[src/rtl/demux1to2_32_buf.sv]
// rtl/demux1to2_32_buf.sv - 1-to-2 demux feeding two registered 2-entry output queues.
// Optional per-output pop counters are enabled by DEMUX_XFER_CNT_EN.
module demux1to2_32_buf #(
  parameter int WIDTH = 32,
  parameter int CNT_W = 16
) (
  input  logic             clk,
  input  logic             rst_n,
  input  logic [WIDTH-1:0] a,
  input  logic             sel,
  input  logic             in_valid,
  output logic             in_ready,
  output logic [WIDTH-1:0] o0,
  output logic             o0_valid,
  input  logic             o0_ready,
  output logic [WIDTH-1:0] o1,
  output logic             o1_valid,
  input  logic             o1_ready,
  output logic [CNT_W-1:0] cnt0,
  output logic [CNT_W-1:0] cnt1
);

  typedef enum logic [1:0] {
    ST_EMPTY = 2'd0,
    ST_ONE   = 2'd1,
    ST_TWO   = 2'd2
  } fifo_state_e;

  fifo_state_e      st0_q, st0_d, st1_q, st1_d;
  logic [WIDTH-1:0] head0_q, head0_d, tail0_q, tail0_d;
  logic [WIDTH-1:0] head1_q, head1_d, tail1_q, tail1_d;
  logic             push0, push1, pop0, pop1;

  // Readiness looks only at the targeted queue; a full queue never accepts,
  // even when it is being popped in the same cycle.
  always_comb begin
    in_ready = sel ? (st1_q != ST_TWO) : (st0_q != ST_TWO);
    push0    = in_valid && in_ready && !sel;
    push1    = in_valid && in_ready && sel;
    o0_valid = (st0_q != ST_EMPTY);
    o1_valid = (st1_q != ST_EMPTY);
    pop0     = o0_valid && o0_ready;
    pop1     = o1_valid && o1_ready;
    o0       = head0_q;
    o1       = head1_q;
  end

  always_comb begin
    st0_d   = st0_q;
    head0_d = head0_q;
    tail0_d = tail0_q;
    case (st0_q)
      ST_EMPTY: begin
        if (push0) begin
          st0_d   = ST_ONE;
          head0_d = a;
        end
      end
      ST_ONE: begin
        if (push0 && pop0) begin
          head0_d = a;
        end else if (push0) begin
          st0_d   = ST_TWO;
          tail0_d = a;
        end else if (pop0) begin
          st0_d = ST_EMPTY;
        end
      end
      ST_TWO: begin
        if (pop0) begin
          st0_d   = ST_ONE;
          head0_d = tail0_q;
        end
      end
      default: st0_d = ST_EMPTY;
    endcase
  end

  always_comb begin
    st1_d   = st1_q;
    head1_d = head1_q;
    tail1_d = tail1_q;
    case (st1_q)
      ST_EMPTY: begin
        if (push1) begin
          st1_d   = ST_ONE;
          head1_d = a;
        end
      end
      ST_ONE: begin
        if (push1 && pop1) begin
          head1_d = a;
        end else if (push1) begin
          st1_d   = ST_TWO;
          tail1_d = a;
        end else if (pop1) begin
          st1_d = ST_EMPTY;
        end
      end
      ST_TWO: begin
        if (pop1) begin
          st1_d   = ST_ONE;
          head1_d = tail1_q;
        end
      end
      default: st1_d = ST_EMPTY;
    endcase
  end

  always_ff @(posedge clk or negedge rst_n) begin
    if (!rst_n) begin
      st0_q   <= ST_EMPTY;
      st1_q   <= ST_EMPTY;
      head0_q <= '0;
      tail0_q <= '0;
      head1_q <= '0;
      tail1_q <= '0;
    end else begin
      st0_q   <= st0_d;
      st1_q   <= st1_d;
      head0_q <= head0_d;
      tail0_q <= tail0_d;
      head1_q <= head1_d;
      tail1_q <= tail1_d;
    end
  end

`ifdef DEMUX_XFER_CNT_EN
  logic [CNT_W-1:0] cnt0_q, cnt0_d, cnt1_q, cnt1_d;

  // Counters wrap naturally at 2^CNT_W.
  always_comb begin
    cnt0_d = pop0 ? cnt0_q + {{(CNT_W-1){1'b0}}, 1'b1} : cnt0_q;
    cnt1_d = pop1 ? cnt1_q + {{(CNT_W-1){1'b0}}, 1'b1} : cnt1_q;
  end

  always_ff @(posedge clk or negedge rst_n) begin
    if (!rst_n) begin
      cnt0_q <= '0;
      cnt1_q <= '0;
    end else begin
      cnt0_q <= cnt0_d;
      cnt1_q <= cnt1_d;
    end
  end

  assign cnt0 = cnt0_q;
  assign cnt1 = cnt1_q;
`else
  assign cnt0 = '0;
  assign cnt1 = '0;
`endif

endmodule

[config.mk]
export PLATFORM = sky130hd
export DESIGN_NAME = demux1to2_32_buf
export DESIGN_NICKNAME = d
export VERILOG_FILES = /design/src/rtl/demux1to2_32_buf.sv
export SDC_FILE = /design/constraint.sdc
export NUM_CORES = 1
export LEC_CHECK = 0
export ABC_AREA = 0
export CORE_ASPECT_RATIO = 0.5
export CORE_MARGIN = 2
export CORE_UTILIZATION = 46
export CTS_BUF_LIST = sky130_fd_sc_hd__clkbuf_4 sky130_fd_sc_hd__clkbuf_8 sky130_fd_sc_hd__clkbuf_16
export CTS_CLUSTER_DIAMETER = 30
export DETAILED_ROUTE_END_ITERATION = 7
export GPL_TIMING_DRIVEN = 0
export HOLD_SLACK_MARGIN = 0.03
export PLACE_DENSITY = 0.77
export SETUP_SLACK_MARGIN = 0.15
export SYNTH_ARGS = -nofsm -noshare
export SYNTH_HDL_FRONTEND = slang
export SYNTH_SLANG_ARGS = --single-unit
[constraint.sdc]
create_clock -name clk -period 1.5 [get_ports clk]
set_input_delay 0.375 -clock clk [delete_from_list [all_inputs] [get_ports clk]]
set_output_delay 0.375 -clock clk [all_outputs]
set_load 0.02 [all_outputs]
==> qor.yml <==
rsz0062_at_grt: "true"
ys_types: 24
worstSkewPairLatency_ns: 0.42
ys_seq_area_frac: 0.529
irDropWorstVdd_mv: 0.895
root_buffer: "clkbuf_16"
core_area_um2: 13400
highest_layer: "met4"
die_x_um: 169
dpl.hpwl_mm: 8.29
stdcell_count: 842
design_power_total_mw: 15.6
antenna_found_initial: 0
p_sw_frac: 0.302
vias: 4326
fmax_mhz: 513
final_util: 0.751
row_count: 30
yosysWarnings: 0
io_buffers: 104
pwr_density_cell_nw_per_um2: 1550
skew_ns: 0.0122
combPwrFrac: 0.354
htree_levels: 4
maxCapViolCount: 0
gr-total-overflow: 0
min_period_ns: 1.95
power_frac_seq: 0.362
path_class: "reg -> reg"
hold_path_class: "in -> async"
outcome: "complete, but fails checks"
boundaryPins: 137
pre_cts_ws_ns: -0.905
critPathLaunchType: "flip-flop"
post-route-cell-area_um2: 10100
r2r_setup_slack_ns: -0.45
drv_slew: 0
worstReg2RegEnd: "o1[12]"
avgSynthCellArea_um2: 15.4
routed_wl_mm: 18.6
finalNetCount: 691
violations: "setup timing"
setup_viol_count_final: 131
cp.required_ns: 1.80
grt_pass1_wl_mm: 24.9
crit_fanout: 5
ant_nets: 0
synth_cells: 405
clock_path_buffers: 2
antennaDiodeCount: 0
p_sw_mw: 4.71
dp_cells: 717
post-route-drc-count: 0
tns_ns: -40.08
drt_iter0_drc: 251
numCtsBuffers: 17
wl_per_cell_um: 22.1
place_area_um2: 7820
synth_area_um2: 6240
pwr-share-clk: 0.284
clk_pin_slew_ns: 0.07
finalHoldViolCount: 0
worstPathArrival_ns: 2.25
cts_tree: "done"
die_area_um2: 14600
met2_length_mm: 8.99
leakagePower_nw: 4.70
end_kind: "flip-flop"
rr_worst_depth: 8
intPower_mw: 10.9
fin_ws_ns: -0.448
met3WireLength_um: 798
clock-sinks: 132
area_growth_pct: 61.2
viasPerCell: 5.14
grtUsageTotal: 0.225
gp_congestion: 0.721
finalCritPeriodShare: 1.30
synth.ff_latch_count: 132
fp.dieH_um: 86.3
n_fill_cell: 786
drive_gt1_frac: 0.683
cp-startpoint: "st1_q[0]"
r2r-start: "st1_q[0]"
grt_pass1_vias: 4225
initial_utilization: 0.466
grt_max_degree: 100
drt_pass1_iterations: 4
whs_ns: 0.424
met1_length_mm: 8.44
## cells in the mapped netlist (all sizes together)
cell / instances / area share
inv: 1 / 0.00060
a21oi: 2 / 0.0016
o31ai: 1 / 0.0034
o41ai: 1 / 0.0044
buf: 53 / 0.071
and3b: 1 / 0.0014
nand4bb: 1 / 0.0018
o22ai: 1 / 0.0010
nand3b: 2 / 0.0024
or2: 2 / 0.0020
nor2: 3 / 0.0018
o21ai: 1 / 0.00080
dfrtp: 132 / 0.53
conb: 1 / 0.00060
mux2: 192 / 0.36
nor2b: 6 / 0.0060
xnor2: 1 / 0.0014
nand2: 1 / 0.0010
mux2i: 2 / 0.0032
and2: 1 / 0.0010
## placed cells by master, fill, tap and decap left out, types with 3 or more instances in the layout
master,synthesis,final
mux2_4,30,134
buf_8,0,4
dfrtp_1,132,129
buf_4,32,91
dlygate4sd2_1,0,3
clkinv_4,0,3
clkinvlp_4,0,3
nor2b_4,0,4
conb_1,1,32
buf_16,0,12
buf_6,16,69
dfrtp_2,0,3
buf_12,0,26
bufinv_16,0,3
clkbuf_16,0,19
clkdlybuf4s50_1,0,33
mux2_2,158,58
buf_2,5,10
inv_6,0,5
## layout make-up
cell class | count | area (um^2) | share of cell area
inverters | 1 | 3.75 | 0.000373
repair buffers | 198 | 2210 | 0.220
clock buffers | 17 | 425 | 0.0423
clock inverters | 15 | 194 | 0.0193
multi-input cells | 250 | 3070 | 0.305
plain buffers | 53 | 628 | 0.0624
well taps | 176 | 220 | 0.0219
flip-flops and latches | 132 | 3310 | 0.329
## kinds of logic (layout without fill, tap and decap cells)
kind of cell	Yosys count	after routing	share of synthesized area
AO/OA/AOI/OAI	6	6	0.0112
buffers and inverters	54	284	0.0720
AND/OR/NAND/NOR	17	17	0.0174
flip-flops	132	132	0.529
other	1	32	0.000601
multiplexers	194	194	0.368
XOR/XNOR	1	1	0.00140
## per-layer routing
| metal | GRT usage | vias up |
|---|---|---|
| met1 | 0.317 | 2256 |
| met5 | 0 | - |
| met3 | 0.0416 | 33 |
| li1 | - | 1886 |
| met2 | 0.360 | 151 |
| met4 | 0.0658 | 0 |
## power by group through the flow
stage,Clock [mW],Combinational [mW],Sequential (mW)
global placement,0,4.01,5.42
finish,4.44,5.52,5.65
CTS,4.43,4.56,5.43
floorplan,0,1.93,5.96
detailed placement,0,4.11,5.46
global route,4.67,5.76,5.76
## worst max-delay path: stages (launching register included)
cell     delay [ns]
dfrtp_1        0.45
nor2b_4        0.15
buf_6          0.12
buf_6          0.09
buf_6          0.09
buf_12         0.15
buf_12         0.14
mux2_2         0.37
mux2_4         0.29
## worst max path at each step
stage                    end  slack [ns]
detailed placement     o0[6]       -0.91
floorplan             o1[23]       -0.06
global route          o1[12]       -0.45
global placement      o1[23]       -5.30
CTS                 in_ready       -0.37
finish                o1[12]       -0.45
## what timing repair did
action                                  4_1_cts  5_1_grt
pin swaps                                     3        2
buffers inserted                             42       36
hold endpoints to repair                     33        0
endpoints found under the setup margin      195      249
cloned                                       12        2
resized for setup                           428      103
hold buffers                                  1        0
## sequential cells by signal, summed over array words and instances (netlist names)
name and cells:
o0 32, o1 32, st0_q 2, st1_q 2
tail0_q 32, tail1_q 32
Note: power is estimated with default switching activity, not from simulation.
